### src/rtl/noc_flit_rx_axis.sv
// -----------------------------------------------------------------------------
// noc_flit_rx_axis
//
// Receiving end of a NoC router output port. Flits arrive under credit flow
// control, land in a small receive FIFO, and are reassembled SERIALIZATION_FACTOR
// at a time into one AXI-Stream beat. The beat goes out on a registered AXIS
// master. Each flit taken out of the FIFO returns one credit to the sender.
//
// Ports:
//   clk_noc          clock (NoC domain, no crossing)
//   rst_noc_sync     synchronous active-high reset
//   data_in          flit payload
//   dest_in          flit destination {tid, tdest}; used only on a beat's final flit
//   is_tail_in       last flit of a packet
//   send_in          flit valid, one cycle per flit
//   credit_out       one-cycle pulse per flit taken from the FIFO
//   axis_out_*       registered AXIS master (tvalid/tready/tdata/tlast/tid/tdest)
//   overflow_err     sticky: a flit arrived while the FIFO was full and was dropped
//
// AXIS handshake: a beat transfers on a cycle where tvalid and tready are both 1.
// Once tvalid is raised it stays high, with tdata/tlast/tid/tdest unchanged,
// until that transfer happens; a new beat may be loaded in the transfer cycle.
// -----------------------------------------------------------------------------
module noc_flit_rx_axis #(
    parameter int FLIT_WIDTH           = 32,
    parameter int TID_WIDTH            = 2,
    parameter int TDEST_WIDTH          = 4,
    parameter int DEST_WIDTH           = TDEST_WIDTH + TID_WIDTH,
    parameter int SERIALIZATION_FACTOR = 1,
    parameter int TDATA_WIDTH          = FLIT_WIDTH * SERIALIZATION_FACTOR,
    parameter int FLIT_BUFFER_DEPTH    = 2
) (
    input  logic                   clk_noc,
    input  logic                   rst_noc_sync,
    input  logic [FLIT_WIDTH-1:0]  data_in,
    input  logic [DEST_WIDTH-1:0]  dest_in,
    input  logic                   is_tail_in,
    input  logic                   send_in,
    output logic                   credit_out,
    output logic                   axis_out_tvalid,
    input  logic                   axis_out_tready,
    output logic [TDATA_WIDTH-1:0] axis_out_tdata,
    output logic                   axis_out_tlast,
    output logic [TID_WIDTH-1:0]   axis_out_tid,
    output logic [TDEST_WIDTH-1:0] axis_out_tdest,
    output logic                   overflow_err
);

    localparam int PTR_W = (FLIT_BUFFER_DEPTH > 1) ? $clog2(FLIT_BUFFER_DEPTH) : 1;
    localparam int CNT_W = PTR_W + 1;
    localparam int IDX_W = (SERIALIZATION_FACTOR > 1) ? $clog2(SERIALIZATION_FACTOR) : 1;

    localparam logic [CNT_W-1:0] DEPTH_CNT = CNT_W'(FLIT_BUFFER_DEPTH);
    localparam logic [IDX_W-1:0] LAST_IDX  = IDX_W'(SERIALIZATION_FACTOR - 1);
    localparam logic [PTR_W-1:0] PTR_ONE   = PTR_W'(1);
    localparam logic [IDX_W-1:0] IDX_ONE   = IDX_W'(1);
    localparam logic [CNT_W-1:0] CNT_ONE   = CNT_W'(1);

    // Receive FIFO storage. The array itself is not reset: emptiness is
    // carried entirely by the pointers and the occupancy count.
    logic [FLIT_WIDTH-1:0] mem_data [FLIT_BUFFER_DEPTH];
    logic [DEST_WIDTH-1:0] mem_dest [FLIT_BUFFER_DEPTH];
    logic                  mem_tail [FLIT_BUFFER_DEPTH];

    logic [PTR_W-1:0] wr_ptr;
    logic [PTR_W-1:0] rd_ptr;
    logic [CNT_W-1:0] count;

    logic [IDX_W-1:0]       idx;
    logic [TDATA_WIDTH-1:0] asm_reg;

    logic [FLIT_WIDTH-1:0]  head_data;
    logic [DEST_WIDTH-1:0]  head_dest;
    logic                   head_tail;
    logic                   empty;
    logic                   full;
    logic                   head_final;
    logic                   out_free;
    logic                   pop;
    logic                   push;
    logic                   drop;
    logic [TDATA_WIDTH-1:0] merged;

    assign head_data = mem_data[rd_ptr];
    assign head_dest = mem_dest[rd_ptr];
    assign head_tail = mem_tail[rd_ptr];

    assign empty = (count == '0);
    assign full  = (count == DEPTH_CNT);

    // A flit closes the beat either because the packet ends or because the
    // assembly register is about to be completely filled.
    assign head_final = head_tail || (idx == LAST_IDX);

    // The output register can take a new beat if it is empty or being drained.
    assign out_free = !axis_out_tvalid || axis_out_tready;

    // Non-final flits never need the output register, so they drain freely.
    assign pop  = !empty && (!head_final || out_free);

    // A pop in the same cycle frees a slot, so a full FIFO still accepts.
    assign push = send_in && (!full || pop);
    assign drop = send_in && full && !pop;

    // Assembly contents with the head flit dropped into its slice. Slices above
    // idx are still zero because the assembly register clears after each beat.
    always_comb begin
        merged = asm_reg;
        merged[int'(idx) * FLIT_WIDTH +: FLIT_WIDTH] = head_data;
    end

    always_ff @(posedge clk_noc) begin
        if (push) begin
            mem_data[wr_ptr] <= data_in;
            mem_dest[wr_ptr] <= dest_in;
            mem_tail[wr_ptr] <= is_tail_in;
        end
    end

    always_ff @(posedge clk_noc) begin
        if (rst_noc_sync) begin
            wr_ptr          <= '0;
            rd_ptr          <= '0;
            count           <= '0;
            idx             <= '0;
            asm_reg         <= '0;
            credit_out      <= 1'b0;
            overflow_err    <= 1'b0;
            axis_out_tvalid <= 1'b0;
            axis_out_tdata  <= '0;
            axis_out_tlast  <= 1'b0;
            axis_out_tid    <= '0;
            axis_out_tdest  <= '0;
        end else begin
            if (push) begin
                wr_ptr <= wr_ptr + PTR_ONE;
            end
            if (pop) begin
                rd_ptr <= rd_ptr + PTR_ONE;
            end

            case ({push, pop})
                2'b10:   count <= count + CNT_ONE;
                2'b01:   count <= count - CNT_ONE;
                default: count <= count;
            endcase

            credit_out <= pop;

            if (drop) begin
                overflow_err <= 1'b1;
            end

            if (pop && head_final) begin
                axis_out_tvalid <= 1'b1;
                axis_out_tdata  <= merged;
                axis_out_tlast  <= head_tail;
                axis_out_tid    <= head_dest[DEST_WIDTH-1:TDEST_WIDTH];
                axis_out_tdest  <= head_dest[TDEST_WIDTH-1:0];
                asm_reg         <= '0;
                idx             <= '0;
            end else begin
                if (pop) begin
                    asm_reg <= merged;
                    idx     <= idx + IDX_ONE;
                end
                if (axis_out_tvalid && axis_out_tready) begin
                    axis_out_tvalid <= 1'b0;
                end
            end
        end
    end

endmodule

### config.mk
export PLATFORM = sky130hd
export DESIGN_NAME = noc_flit_rx_axis
export DESIGN_NICKNAME = d
export VERILOG_FILES = /design/src/rtl/noc_flit_rx_axis.sv
export SDC_FILE = /design/constraint.sdc
export NUM_CORES = 1
export LEC_CHECK = 0
export BUFFER_PORTS_ARGS = -buffer_cell sky130_fd_sc_hd__buf_4
export CAP_MARGIN = 15
export CORE_MARGIN = 2
export CORE_UTILIZATION = 51
export DETAILED_ROUTE_END_ITERATION = 10
export PLACE_DENSITY_LB_ADDON = 0.15
export SLEW_MARGIN = 5
export SYNTH_ARGS = -nofsm -noshare
export SYNTH_HDL_FRONTEND = slang
export SYNTH_SLANG_ARGS = --single-unit
### constraint.sdc
create_clock -name clk_noc -period 3.15 [get_ports clk_noc]
set_clock_uncertainty 0.2 [all_clocks]
set_input_delay 0.1575 -clock clk_noc [delete_from_list [all_inputs] [get_ports clk_noc]]
set_output_delay 0.1575 -clock clk_noc [all_outputs]
set_load 0.005 [all_outputs]
==> impl_metrics.tcl <==
set metrics [dict create \
    status "finished clean" \
    fmax_mhz 433 \
    yosysTopAreaCellShare_pct 38.8 \
    die_h_um 113 \
    start_util_pct 52.7 \
    cp_max_fo 18 \
    start_kind "flop" \
    worst_pin_slew_ns 0.519 \
    path_delay_family "simple AND/OR/NAND/NOR gates" \
    min_period_over_period_pct 73.3 \
    critPathCapture "mem_dest[0][1]$_DFFE_PP_" \
    nets 609 \
    fp.dieW_um 113 \
    cts_buffer_depth 2 \
    htree_levels 4 \
    crit_arrival_ns 2.20 \
    path_depth 4 \
    syn_avg_cell_area_um2 13.6 \
    path_cells "mux2_4 > o22ai_1 > nor2b_4 > buf_4" \
    num_io_pins 85 \
    critPathMaxStageDelay_ns 0.44 \
    synth_area_leader_cell "edfxtp_1" \
    num_rows 39 \
    synth_flop_cell "dfxtp_1" \
    core_um2 11500 \
    grt_util_all_layers_pct 19.1 \
    cts.sinks 158 \
    grt-ovfl-total 0 \
    clkTransAtPathRegs_ns 0.06 \
    cts_root_buf "clkbuf_16" \
    startpoint "mem_tail[0]$_DFFE_PP_" \
    cts_tree "built" \
    wl_met2_um 5620 \
    power_density_nw_per_um2 788 \
    setup_tns_ns 0 \
    drv_slew 0 \
    insertion_delay_ns 0.41 \
    cp-end-kind "flop" \
    reg2reg_to "mem_dest[0][1]$_DFFE_PP_" \
    rr_startpoint "mem_tail[0]$_DFFE_PP_" \
    ys_seq_area_share_pct 65.3 \
    routabilityCongestion 0.822 \
    pre_cts_slack_ns 0.810 \
    post_drt_wl_per_cell_um 16.1 \
    drc_errors 0 \
    post_cts_buffers 0 \
    routed_wl_um 11600 \
    required_ns 3.05 \
    met1_length_um 5140 \
    fillerInstances 831 \
    peakVddDrop_uv 436 \
    yosys-top-cells-area "edfxtp_1, dfxtp_1, mux2_2" \
    path_buf_inv 1 \
    synth_nets 489 \
    vias 3806 \
    static-leakage-power_nw 3.15 \
    wl_met3_um 648 \
    cts_resized 0 \
    antenna_found_initial 0 \
    dr.max_layer_used "met4" \
    largest_reg_flops 64 \
    avgViaCountPerCell 5.28 \
    relSlewSlack_pct 65.4 \
    maxCapViolations 0 \
    drive_gt1_share_pct 27.2 \
    final-setup-viol-count 0 \
    synth_cell_types 33 \
    rrSetupSlack_ns 0.84 \
    finalHoldViolations 0 \
    yosys.cell_count.top_type "dfxtp_1" \
    dp_hpwl_um 6680 \
    async_reset_ff_share_pct 0 \
    synth_warnings 0 \
    final_period_minus_worst_setup_slack_ns 2.31 \
    hp-class "input port to flop" \
    synth.cell_area_um2 6040 \
    antennaDiodeCount 0 \
    setup.worst_path.class "flop to flop" \
    grt_max_degree 65 \
    grt_pass1_vias 3779 \
    synth_edf_count 78 \
    dieArea_um2 12700 \
    grt_pass1_wl_um 18800 \
    fin_ws_ns 0.842 \
    synth-seq-cells 158 \
    drtIter0Drc 229 \
    rsz0062_at_grt "no" \
    slowest_stage "nor2b_4" \
    first_pass_iters 4 \
    io_buffers 84 \
    numCtsBuffers 17 \
    yosys-top-cells-count "dfxtp_1, edfxtp_1, mux2i_1" \
    r2r_cells 4 \
    synthToLayoutAreaGrowth_pct 27.6 \
    drtAntennaViolNets 0 \
    syn_inst 445 \
]
## through the flow
step                      util, %  hold slack, ns  cell area [um^2]  total power, mW  cells
after floorplan                 -          0.0564              6050             3.76    445
after global placement       59.0           0.143              6760             4.19    647
after detailed placement     59.0           0.146              6760             4.23    647
after CTS                    67.3          0.0934              7710             6.14    721
after global routing         67.3           0.141              7710             6.38    721
final                        67.3           0.117              7710             6.08    721
## routing by layer
metal	vias to the layer above	track usage (%)
met3	14	4.77
met1	1824	25.0
met2	104	30.8
met4	0	7.56
li1	1864	-
met5	-	0
## worst min path at each step
stage / from / end / slack, ns / cells past startpoint
floorplan: data_in[0] / mem_data[0][0]$_DFFE_PP_ / 0.06 / 0
global placement: is_tail_in / mem_tail[0]$_DFFE_PP_ / 0.14 / 1
detailed placement: dest_in[5] / mem_dest[0][5]$_DFFE_PP_ / 0.15 / 1
CTS: send_in / wr_ptr$_SDFFE_PP0P_ / 0.09 / 4
global route: send_in / wr_ptr$_SDFFE_PP0P_ / 0.14 / 4
finish: send_in / wr_ptr$_SDFFE_PP0P_ / 0.12 / 4
## report_power, final
| group | total [mW] | switching [mW] | internal, mW | leakage [nW] |
|---|---|---|---|---|
| combinational | 1.59 | 0.748 | 0.842 | 1.51 |
| sequential | 2.63 | 0.169 | 2.46 | 1.38 |
| clock | 1.86 | 0.732 | 1.13 | 0.255 |
## cell usage in the layout, fill, tap and decap left out, types with 2 or more instances in the layout
master | netlist | layout
and3_1 | 32 | 32
inv_1 | 5 | 4
o211a_1 | 7 | 7
clkbuf_1 | 24 | 11
o22ai_1 | 2 | 2
mux2_2 | 35 | 35
dfxtp_2 | 0 | 2
nand2_1 | 33 | 33
nor2_1 | 4 | 4
a21oi_1 | 5 | 5
nand2b_1 | 33 | 33
buf_12 | 0 | 2
clkbuf_8 | 0 | 2
edfxtp_1 | 78 | 78
nor2b_1 | 4 | 3
o2111ai_1 | 6 | 6
mux2i_1 | 38 | 38
dlygate4sd3_1 | 0 | 42
o21ai_0 | 3 | 3
dfxtp_1 | 80 | 78
clkbuf_16 | 0 | 17
buf_4 | 0 | 91
o211ai_1 | 33 | 33
## cells by family (layout without fill, tap and decap cells)
family,after synthesis,count (layout),share of synthesized area [%]
muxes,74,74,13.1
buffers and inverters,39,172,3.52
AOI/OAI and AO/OA,58,58,7.47
xor gates and xnor gates,2,2,0.290
and+or+nand+nor,113,113,10.2
adders and majority gates,1,1,0.207
DFF,158,158,65.3
## final cells by class
type,instances,area (um^2),area share (%)
Sequential cell,158,3950,51.2
Multi-Input combinational cell,248,1900,24.6
Timing Repair Buffer,135,1140,14.8
Clock buffer,30,494,6.41
Tap cell,143,179,2.32
Clock inverter,2,35.0,0.454
Inverter,5,18.8,0.243
## timing repair
item / in CTS / in global routing
hold endpoints to repair: 86 / 0
hold buffers: 42 / 0
endpoints found under the setup margin: 0 / 0
## worst reg2reg max path: cells and delay by family, from the launching register on
family / cells / cell delay (ns)
AOI/OAI and AO/OA: 1 / 0.28
DFF: 1 / 0.36
and+or+nand+nor: 1 / 0.44
buffers and inverters: 1 / 0.35
muxes: 1 / 0.36
(Power assumes the default switching activity.)
